<file path="src/rtl/writeback_stage.sv">
// Writeback stage: retires ALU results immediately and waits on the memory
// read port for loads, extracting and extending the addressed byte/halfword/word.
module writeback_stage #(
    parameter int LOAD_TIMEOUT = 15
) (
    input  logic        clk,
    input  logic        rst,
    input  logic        i_valid,
    output logic        o_ready,
    input  logic [4:0]  i_rd,
    input  logic        i_rd_wr_en,
    input  logic        i_is_load,
    input  logic [2:0]  i_funct3,
    input  logic [1:0]  i_addr_lo,
    input  logic [31:0] i_alu_result,
    input  logic        mem_rd_valid,
    input  logic [31:0] mem_rd_data,
    output logic [4:0]  rd,
    output logic [31:0] rd_wr_data,
    output logic        rd_wr_en,
    output logic        o_retire,
    output logic        o_load_err
);

    localparam int CNT_W = (LOAD_TIMEOUT > 1) ? $clog2(LOAD_TIMEOUT) : 1;
    localparam logic [CNT_W-1:0] CNT_LAST = CNT_W'(LOAD_TIMEOUT - 1);

    localparam logic [2:0] F3_LB  = 3'b000;
    localparam logic [2:0] F3_LH  = 3'b001;
    localparam logic [2:0] F3_LW  = 3'b010;
    localparam logic [2:0] F3_LBU = 3'b100;
    localparam logic [2:0] F3_LHU = 3'b101;

    typedef enum logic {
        IDLE,
        WAIT_LOAD
    } state_t;

    state_t           state, state_next;
    logic [CNT_W-1:0] cnt, cnt_next;

    logic [4:0] ld_rd_p0;
    logic       ld_wr_en_p0;
    logic [2:0] ld_funct3_p0;
    logic [1:0] ld_addr_lo_p0;

    logic        capture;
    logic        wb_en;
    logic [4:0]  wb_rd;
    logic [31:0] wb_data;
    logic        retire_next;
    logic        err_next;

    // Illegal size encodings and accesses that straddle their natural alignment.
    function automatic logic load_fault(input logic [2:0] f3, input logic [1:0] a);
        logic fault;
        case (f3)
            F3_LB, F3_LBU: fault = 1'b0;
            F3_LH, F3_LHU: fault = a[0];
            F3_LW:         fault = (a != 2'b00);
            default:       fault = 1'b1;
        endcase
        return fault;
    endfunction

    function automatic logic [31:0] load_extract(input logic [2:0]  f3,
                                                 input logic [1:0]  a,
                                                 input logic [31:0] word);
        logic [7:0]  b;
        logic [15:0] h;
        logic [31:0] res;
        case (a)
            2'b00:   b = word[7:0];
            2'b01:   b = word[15:8];
            2'b10:   b = word[23:16];
            default: b = word[31:24];
        endcase
        h = a[1] ? word[31:16] : word[15:0];
        case (f3)
            F3_LB:   res = {{24{b[7]}}, b};
            F3_LBU:  res = {24'd0, b};
            F3_LH:   res = {{16{h[15]}}, h};
            F3_LHU:  res = {16'd0, h};
            default: res = word;
        endcase
        return res;
    endfunction

    assign o_ready = (state == IDLE);

    always_comb begin
        state_next  = state;
        cnt_next    = cnt;
        capture     = 1'b0;
        wb_en       = 1'b0;
        wb_rd       = '0;
        wb_data     = '0;
        retire_next = 1'b0;
        err_next    = 1'b0;
        case (state)
            IDLE: begin
                // mem_rd_valid is deliberately not looked at here.
                if (i_valid) begin
                    if (!i_is_load) begin
                        retire_next = 1'b1;
                        wb_en       = i_rd_wr_en && (i_rd != 5'd0);
                        wb_rd       = i_rd;
                        wb_data     = i_alu_result;
                    end else if (load_fault(i_funct3, i_addr_lo)) begin
                        err_next = 1'b1;
                    end else begin
                        capture    = 1'b1;
                        cnt_next   = '0;
                        state_next = WAIT_LOAD;
                    end
                end
            end
            WAIT_LOAD: begin
                if (mem_rd_valid) begin
                    retire_next = 1'b1;
                    wb_en       = ld_wr_en_p0 && (ld_rd_p0 != 5'd0);
                    wb_rd       = ld_rd_p0;
                    wb_data     = load_extract(ld_funct3_p0, ld_addr_lo_p0, mem_rd_data);
                    cnt_next    = '0;
                    state_next  = IDLE;
                end else if (cnt == CNT_LAST) begin
                    // This cycle is the LOAD_TIMEOUT-th spent waiting.
                    err_next   = 1'b1;
                    cnt_next   = '0;
                    state_next = IDLE;
                end else begin
                    cnt_next = cnt + 1'b1;
                end
            end
            default: begin
                state_next = IDLE;
                cnt_next   = '0;
            end
        endcase
    end

    // Stage p0: load descriptor held while waiting for memory
    always_ff @(posedge clk) begin
        if (capture) begin
            ld_rd_p0      <= i_rd;
            ld_wr_en_p0   <= i_rd_wr_en;
            ld_funct3_p0  <= i_funct3;
            ld_addr_lo_p0 <= i_addr_lo;
        end
    end

    // Stage p1: registered writeback port and status pulses
    always_ff @(posedge clk or negedge rst) begin
        if (!rst) begin
            state      <= IDLE;
            cnt        <= '0;
            rd         <= '0;
            rd_wr_data <= '0;
            rd_wr_en   <= 1'b0;
            o_retire   <= 1'b0;
            o_load_err <= 1'b0;
        end else begin
            state      <= state_next;
            cnt        <= cnt_next;
            rd_wr_en   <= wb_en;
            o_retire   <= retire_next;
            o_load_err <= err_next;
            if (wb_en) begin
                rd         <= wb_rd;
                rd_wr_data <= wb_data;
            end
        end
    end

endmodule

</file>
<file path="config.mk">
export PLATFORM = sky130hd
export DESIGN_NAME = writeback_stage
export DESIGN_NICKNAME = d
export VERILOG_FILES = /design/src/rtl/writeback_stage.sv
export SDC_FILE = /design/constraint.sdc
export NUM_CORES = 1
export LEC_CHECK = 0
export BUFFER_PORTS_ARGS = -buffer_cell sky130_fd_sc_hd__buf_4
export CORE_MARGIN = 2
export CORE_UTILIZATION = 50
export CTS_CLUSTER_SIZE = 28
export DETAILED_ROUTE_END_ITERATION = 10
export PLACE_DENSITY_LB_ADDON = 0.08
export SETUP_SLACK_MARGIN = 0.3
export SLEW_MARGIN = 20
export SYNTH_ARGS = -nofsm -noshare
export SYNTH_HDL_FRONTEND = slang
export SYNTH_SLANG_ARGS = --single-unit
</file>
<file path="constraint.sdc">
create_clock -name clk -period 2.5 [get_ports clk]
set_input_delay 0 -clock clk [delete_from_list [all_inputs] [get_ports clk]]
set_output_delay 0 -clock clk [all_outputs]
set_load 0.005 [all_outputs]
</file>
# After elaboration in Yosys (flattened, before gate mapping)
# Cells that the tools add are included.
[totals] ff_bits=56 output_inout_bits=41 elab_cells=79 input_bits=80
[op_classes] bitwise_logic=1 n_mux=42 reduce_logical=11 eq_ne=13 add_sub_neg=1
[ops] cell="$pmux W32 S4" count=1
[ops] cell="$mux W32" count=3
[ops] cell="$pmux W32 S2" count=1
[ops] cell="$pmux W8 S3" count=1
[ops] cell="$mux W1" count=20
[ops] cell="$mux W4" count=5
[ops] cell="$mux W16" count=1
[ops] cell="$mux W5" count=3
[ops] cell="$eq A3 B3 Y1 const B" count=4
[ops] cell="$pmux W5 S2" count=1
[ops] cell="$reduce_bool A5 Y1" count=2
[ops] cell="$pmux W1 S2" count=4
[ops] cell="$pmux W4 S2" count=1
[ops] cell="$eq A3 B1 Y1 const B" count=2
[ops] cell="$logic_not A3 Y1" count=2
[ops] cell="$add A4 B1 Y4 const B" count=1
[ops] cell="$eq A4 B4 Y1 const B" count=1
[ops] cell="$ne A2 B2 Y1 const B" count=2
[ops] cell="$reduce_or A2 Y1" count=2
[ops] cell="$eq A3 B2 Y1 const B" count=1
[ops] cell="$pmux W1 S3" count=1
[ops] cell="$reduce_and A3 Y1" count=1
[ops] cell="$eq A2 B1 Y1 const B" count=1
[ops] cell="$eq A2 B2 Y1 const B" count=1
[ops] cell="other kinds (5)" count=6

# Longest topological paths before layout
# Gate-level depths: netlist of run 1.
[logic_depth] ltp_word=10 mapped_depth=8 depth_no_buf=6

# Worst setup path after synthesis of run 1
# No wires, ideal clock.
[synth_path] path_kind="register to register" from="register ld_rd_p0[2]" to="register rd[0]" n_path_buf=2 required_ps=2375 arrival_ps=1704 setup_time_ps=125 stages_incl_launch_ff=7 setup_slack_ps=671 period_less_slack_ps=1829 cell_sequence="edfxtp_1 -> or4_1 -> o211ai_2 -> nand2_1 -> buf_6 -> buf_12 -> mux2_4"
[synth_between] elab_chain_len=4
[synth_lines] element="from (decl)" line_no="42" text="logic [4:0] ld_rd_p0;"
[synth_lines] element="from (signal assigned)" line_no="145" text="ld_rd_p0 <= i_rd;"
[synth_lines] element="$reduce_bool A5 Y1" line_no="121" text="wb_en = ld_wr_en_p0 && (ld_rd_p0 != 5'd0);"
[synth_lines] element="$logic_and A1 B1 Y1" line_no="121"
[synth_lines] element="$mux W1" line_no="119" text="if (mem_rd_valid) begin"
[synth_lines] element="$pmux W1 S2" line_no="100" text="case (state)"
[synth_lines] element="to (signal assigned)" line_no="169" text="rd <= wb_rd;"
[synth_lines] element="to (decl)" line_no="18" text="output logic [4:0] rd,"
# No other way between the ends.
# A chain may end at the register's enable or synchronous reset.

# Worst setup path after layout of run 1
[layout_path] from="register ld_funct3_p0[0]" to="register rd_wr_data[19]"
[layout_between] elab_chain_len=4 elab_cells_between_ends=7 cone_classes="eq/ne: 3; mux: 3; reduce/logical: 1"
[layout_lines] element="from (decl)" line_no="44" text="logic [2:0] ld_funct3_p0;"
[layout_lines] element="from (signal assigned)" line_no="147" text="ld_funct3_p0 <= i_funct3;"
[layout_lines] element="$eq A3 B3 Y1 (tied with other cells)" line_no="79" text="case (f3)"
[layout_lines] element="$pmux W32 S4 *" line_no="79"
[layout_lines] element="$mux W32 *" line_no="119"
[layout_lines] element="$pmux W32 S2 *" line_no="100"
[layout_lines] element="to (signal assigned)" line_no="170" text="rd_wr_data <= wb_data;"
[layout_lines] element="to (decl)" line_no="19" text="output logic [31:0] rd_wr_data,"
# Mark *: on every way between the ends. The rest lies on a longest branch, timed or not.

==> flow_metrics.tcl, run 1 <==
set metrics [dict create \
    synth_area_sq_um 3266 \
    place_inst 481 \
    hold_violations 0 \
    antenna_left 0 \
    dr.pass1.iters 4 \
    hpwl_mm 6.388 \
    numCtsBuffers 5 \
    grt_pass1_wl_mm 14.03 \
    worst_pin_slew_ns 0.9242 \
    critPathTopFamily "compound AO/OA/AOI/OAI gates" \
    yosysWarnings 0 \
    finalClockSkew_ns 0.007987 \
    total_power_mw 2.244 \
    slew_headroom_pct 38.16 \
    vias_per_cell 5.685 \
    nFillCells 506 \
    min_path_type "input port to flip-flop" \
    fin_crit_sh_pct 82.24 \
    synth_nets 383 \
    via_count 2848 \
    worst_slack_ns 0.4439 \
    finalSetupTns_ns 0 \
    status "finished clean" \
    crit_arrival_ns 2.26 \
    drv_cap 0 \
    num_rows 29 \
    path_class "flip-flop to flip-flop" \
    p_per_area_nw_per_um2 511.8 \
    min_period_ns 2.056 \
    diodes 0 \
    ys.flop_type "dfrtp_1" \
    max-clock-path-buffers 2 \
    cp-end-kind "flip-flop" \
    portBuffers 120 \
    rr_endpoint "rd_wr_data[19]" \
    synthesis.instances 301 \
    start_kind "flip-flop" \
    ys_seq_area_share_pct 44.60 \
    ys_ff_latch 56 \
    tritoncts "built" \
    async_flop_share_pct 80.36 \
    ys_types 39 \
    worst_r2r_path_depth 4 \
    wire_per_inst_um 17.50 \
    syn_area_per_cell_sq_um 10.85 \
    setup_viol 0 \
    p_leak_nw 2.128 \
    path_buf_inv 0 \
    io_pins 121 \
    grt_pass1_vias 2760 \
    crit_fanout 16 \
    dp_worst_setup_slack_ns 0.4458 \
    irDropWorstVdd_mv 0.2806 \
    min_to "rd_wr_data[24]" \
    placed_area_sq_um 4180 \
    cp_cell_sequence "or3_1 > o221ai_2 > o21ai_0 > mux2_2" \
    clk_pin_slew_worst_paths_ns 0.10 \
    ctsRootBufferMaster "clkbuf_8" \
    antenna_found_initial 0 \
    fmax_mhz 486.4 \
    grt_max_degree 46 \
    synthToLayoutAreaGrowth_pct 34.29 \
    worstSkewPairLatency_ns 0.31 \
    slowest_delay_ns 0.54 \
    rrSetupSlack_ns 0.44 \
    gp_congestion 0.8968 \
    drive_gt1_share_pct 41.98 \
    die_x_um 84.82 \
    drc_errors 0 \
    cts_resized 0 \
    min-delay-start "i_alu_result[24]" \
    grt_overflow 0 \
    die_h_um 84.82 \
    htree_levels 2 \
    start_util_pct 51.43 \
    gr-usage-all-layers_pct 24.37 \
    rsz0062_at_grt "false" \
    crit_start "ld_funct3_p0[0]" \
    dieArea_sq_um 7194 \
    synth_edf_count 11 \
    drtIter0Drc 175 \
    nets 505 \
    rr_startpoint "ld_funct3_p0[0]" \
    postLayoutCellArea_sq_um 4385 \
    clkSinkCount 56 \
    drt-total-wl_mm 8.768 \
    cpMaxStageDelayCell "o221ai_2" \
    slew_violations 0 \
    core_sq_um 6350 \
    hold_path_depth 4 \
    fin_cells 501 \
    crit_required_ns 2.70 \
]
[placed cells by master (no fill, tap or decap), types with 4 or more instances in the layout]
cell and n:
a21oi_1 18, edfxtp_1 11, dlygate4sd3_1 12, dfrtp_1 45
mux2_2 18, nand2b_1 5, mux2_4 20, o21ai_0 27
a221oi_1 14, mux2i_1 11, nand2_1 19, nand3_1 4
nor3b_1 7, inv_1 18, buf_4 127, nor2_1 10
a22o_1 20, clkbuf_8 5
[cell type report]
cell class / count / area [sq um] / share of cell area (%)
clock buffer: 7 / 76.32 / 1.740
clock inverter: 1 / 8.758 / 0.1997
inverter: 18 / 67.56 / 1.541
multi-input combinational: 203 / 1607 / 36.63
sequential: 56 / 1456 / 33.21
tap: 77 / 96.34 / 2.197
timing repair buffer: 139 / 1074 / 24.48
[timing repair]
action,4_1_cts,5_1_grt
endpoints found under the hold margin,56,0
setup buffers,0,0
hold buffers,12,0
[how the worst max path moves through the flow]
| stage | end | cells after the start | slack (ns) |
|---|---|---|---|
| floorplan | rd[0] | 6 | 0.67 |
| global placement | rd_wr_data[18] | 4 | 0.48 |
| detailed placement | rd_wr_data[19] | 4 | 0.45 |
| CTS | rd_wr_data[19] | 4 | 0.42 |
| global route | rd_wr_data[20] | 4 | 0.31 |
| finish | rd_wr_data[19] | 4 | 0.44 |
[report_power, final]
group / internal, mW / leakage, nW / switching, mW
clock network: 0.201 / 0.0424 / 0.292
logic: 0.391 / 1.38 / 0.238
registers: 1.05 / 0.703 / 0.0756
total: 1.64 / 2.13 / 0.606
[cells in the mapped netlist, types with 2 or more instances]
cell type / instances / area share [%]
a21oi_1: 18 / 2.8
a221oi_1: 14 / 3.8
a22o_1: 20 / 5.4
a2bb2oi_1: 2 / 0.54
a32oi_1: 2 / 0.54
buf_1: 2 / 0.23
buf_12: 2 / 1.2
buf_2: 10 / 1.5
clkbuf_1: 9 / 1.0
dfrtp_1: 45 / 34
edfxtp_1: 11 / 10
ha_1: 2 / 0.77
inv_1: 18 / 2.1
mux2_2: 18 / 6.2
mux2_4: 20 / 9.2
mux2i_1: 11 / 3.4
nand2_1: 20 / 2.3
nand2b_1: 5 / 0.96
nand3_1: 4 / 0.61
nor2_1: 10 / 1.1
nor2b_1: 2 / 0.38
nor3_1: 2 / 0.31
nor3b_1: 8 / 1.8
o211ai_2: 2 / 0.77
o21ai_0: 27 / 4.1
o21bai_1: 2 / 0.46
or4_1: 3 / 0.69
[stage by stage]
stage / utilization, % / hold slack [ns]
2_1_floorplan: - / -0.2956
3_3_place_gp: 65.83 / 0.04315
3_5_place_dp: 65.83 / 0.04407
4_1_cts: 69.06 / 0.01054
5_1_grt: 69.06 / 0.01608
6_report: 69.06 / 0.01892
[layer usage]
| metal | GRT usage, % | vias up | wire (um) |
|---|---|---|---|
| li1 | - | 1355 | - |
| met1 | 35.46 | 1385 | 4075 |
| met2 | 37.22 | 101 | 4037 |
| met3 | 5.642 | 7 | 567 |
| met4 | 5.916 | 0 | 88 |
| met5 | 0 | - | 0 |
[kinds of logic (layout without fill, tap and decap cells)]
family	count (synthesis)	after routing	synth area share, %
mux	49	49	18.77
simple gates	59	59	9.387
compound gates	93	93	20.04
fa+ha+maj	2	2	0.7662
flops	56	56	44.60
buf+inv	42	165	6.437
[sequential cells by signal, indices dropped and copies added, names as in the netlist, 2 cells and up]
name and flops:
rd 5, ld_rd_p0 5, ld_funct3_p0 3, ld_addr_lo_p0 2, cnt 4, rd_wr_data 32
[worst register-to-register path: stages (launching register included)]
cell	delay, ns
edfxtp_1	0.51
or3_1	0.41
o221ai_2	0.54
o21ai_0	0.20
mux2_2	0.29
(Power assumes the default switching activity.)
==> inputs of run 2 (changes only) <==
--- a/config.mk
+++ b/config.mk
@@ -7,7 +7,7 @@
 export LEC_CHECK = 0
 export BUFFER_PORTS_ARGS = -buffer_cell sky130_fd_sc_hd__buf_4
 export CORE_MARGIN = 2
-export CORE_UTILIZATION = 50
+export CORE_UTILIZATION = 45
 export CTS_CLUSTER_SIZE = 28
 export DETAILED_ROUTE_END_ITERATION = 10
 export PLACE_DENSITY_LB_ADDON = 0.08
==> constraint.sdc (replaced) <==
create_clock -name clk -period 1.75 [get_ports clk]
set_input_delay 0 -clock clk [delete_from_list [all_inputs] [get_ports clk]]
set_output_delay 0 -clock clk [all_outputs]
set_load 0.005 [all_outputs]
==> run 2 against run 1 <==
Compared with the run above: first-iteration DRC count rose by 2.3%; cell count rose by 7.2%; largest power group unchanged; critical path depth rose by 1; the flow now finishes with violations (negative setup slack); design area rose by 5.6%; worst setup slack got worse by 0.54 ns; wire length rose by 4.0%; clock power rose by 80%; non-clock buffer count rose by 14; global-route usage fell by 1.7 points; maximum frequency rose by 12%; sequential share of layout area fell by 1.8 points; via count rose by 3.3%; critical endpoint is now rd_wr_data[6].
==> flow_metrics.tcl, run 2 (same netlist as run 1, synthesis figures left out) <==
set metrics [dict create \
    drtIter0Drc 179 \
    start_kind "flip-flop" \
    p_leak_nw 2.238 \
    top_regs "rd_wr_data x32, ld_rd_p0 x5, rd x5" \
    grt_pass1_wl_mm 13.75 \
    nFillCells 622 \
    dr.pass1.iters 4 \
    violations "negative setup slack" \
    ctsRootBufferMaster "clkbuf_8" \
    placed_area_sq_um 4374 \
    place_inst 515 \
    grt_max_degree 46 \
    fin_crit_sh_pct 105.2 \
    drc_errors 0 \
    worstSkewPairLatency_ns 0.31 \
    rsz0062_at_grt "true" \
    min_period_ns 1.842 \
    antenna_found_initial 0 \
    setup_viol 36 \
    p_per_area_nw_per_um2 740.7 \
    cp-end-kind "flip-flop" \
    crit_required_ns 1.95 \
    hpwl_mm 6.618 \
    start_util_pct 45.76 \
    fmax_mhz 543.0 \
    wire_per_inst_um 16.98 \
    clkSinkCount 56 \
    slew_headroom_pct 59.68 \
    gp_congestion 0.8387 \
    nets 519 \
    largest_register "rd_wr_data" \
    postLayoutCellArea_sq_um 4632 \
    core_sq_um 7137 \
    grt_overflow 0 \
    min_path_type "input port to flip-flop" \
    via_count 2942 \
    worst_slack_ns -0.09164 \
    fin_cells 537 \
    max-clock-path-buffers 2 \
    antenna_left 0 \
    utilization_pct 64.90 \
    gr-usage-all-layers_pct 22.70 \
    num_rows 31 \
    crit_fanout 23 \
    crit_arrival_ns 2.05 \
    drt-total-wl_mm 9.120 \
    hold_violations 0 \
    htree_levels 2 \
    status "complete, but fails checks" \
    dieArea_sq_um 7954 \
    synthToLayoutAreaGrowth_pct 41.84 \
    grt_pass1_vias 2717 \
    io_pins 121 \
    path_class "flip-flop to flip-flop" \
    final_common_cell "buf_4" \
    clk_pin_slew_worst_paths_ns 0.10 \
    drive_gt1_share_pct 44.75 \
    worst_pin_slew_ns 0.6042 \
    irDropWorstVdd_mv 0.4553 \
    diodes 0 \
    drv_cap 0 \
    slew_violations 0 \
    die_x_um 89.19 \
    vias_per_cell 5.479 \
    numCtsBuffers 5 \
    portBuffers 120 \
    largest_reg_flops 32 \
    tritoncts "built" \
    die_h_um 89.19 \
    finalClockSkew_ns 0.005656 \
    layout_common_cells "buf_4, dfrtp_1, o21ai_0" \
]
==> run 2: cell type report <==
class	count	area, sq um	share of cell area [%]
Timing Repair Buffer	153	1229	26.53
Multi-Input combinational cell	203	1639	35.39
Clock inverter	2	33.78	0.7293
Tap cell	99	123.9	2.674
Sequential cell	56	1456	31.44
Inverter	18	67.56	1.459
Clock buffer	6	82.58	1.783
==> run 2: worst max-delay path, cell delays in order (launching register included) <==
cell and delay (ns):
edfxtp_1 0.39, or4_4 0.55, o211ai_2 0.18, nand2_2 0.12
buf_12 0.19, mux2_4 0.30
==> run 2: power breakdown <==
part | switching [mW] | internal, mW | leakage, nW
clock network | 0.425 | 0.462 | 0.0588
logic | 0.353 | 0.587 | 1.48
registers | 0.108 | 1.50 | 0.703
total | 0.886 | 2.54 | 2.24
==> run 2: worst paths after layout <==
kind / from / depth (start not counted) / slack, ns / endpoint
max reg2reg: ld_rd_p0[2] / 5 / -0.09 / rd_wr_data[6]
min in group asynchronous: rst / 2 / 0.22 / rd[3]
max: ld_rd_p0[2] / 5 / -0.09 / rd_wr_data[6]
max in group asynchronous: rst / 2 / 1.12 / state
min: i_alu_result[26] / 4 / 0.01 / rd_wr_data[26]
min reg2reg: cnt[2] / 1 / 0.51 / cnt[2]
==> run 2: what timing repair did <==
action,CTS,global route
hold buffers,12,0
setup endpoints to repair,38,38
setup buffers,0,2
gates resized for setup,2,0
gates cloned,0,0
endpoints found under the hold margin,56,0
==> run 2: routing by layer <==
layer / wire, um / up-vias / GRT usage (%)
li1: - / 1393 / -
met1: 4073 / 1435 / 31.92
met2: 4285 / 105 / 36.09
met3: 672 / 9 / 4.709
met4: 88 / 0 / 5.563
met5: 0 / - / 0
==> run 2: stage by stage <==
stage / TNS [ns] / setup slack, ns / total power, mW / hold slack (ns)
after detailed placement: -2.674 / -0.09483 / 2.549 / 0.05016
after CTS: -2.765 / -0.09924 / 3.457 / 0.01030
after global placement: -1.348 / -0.06900 / 2.531 / 0.05021
final: -2.380 / -0.09164 / 3.431 / 0.01455
after floorplan: -1.578 / -0.07890 / 2.032 / -0.2956
after global routing: -3.961 / -0.1388 / 3.617 / 0.02224
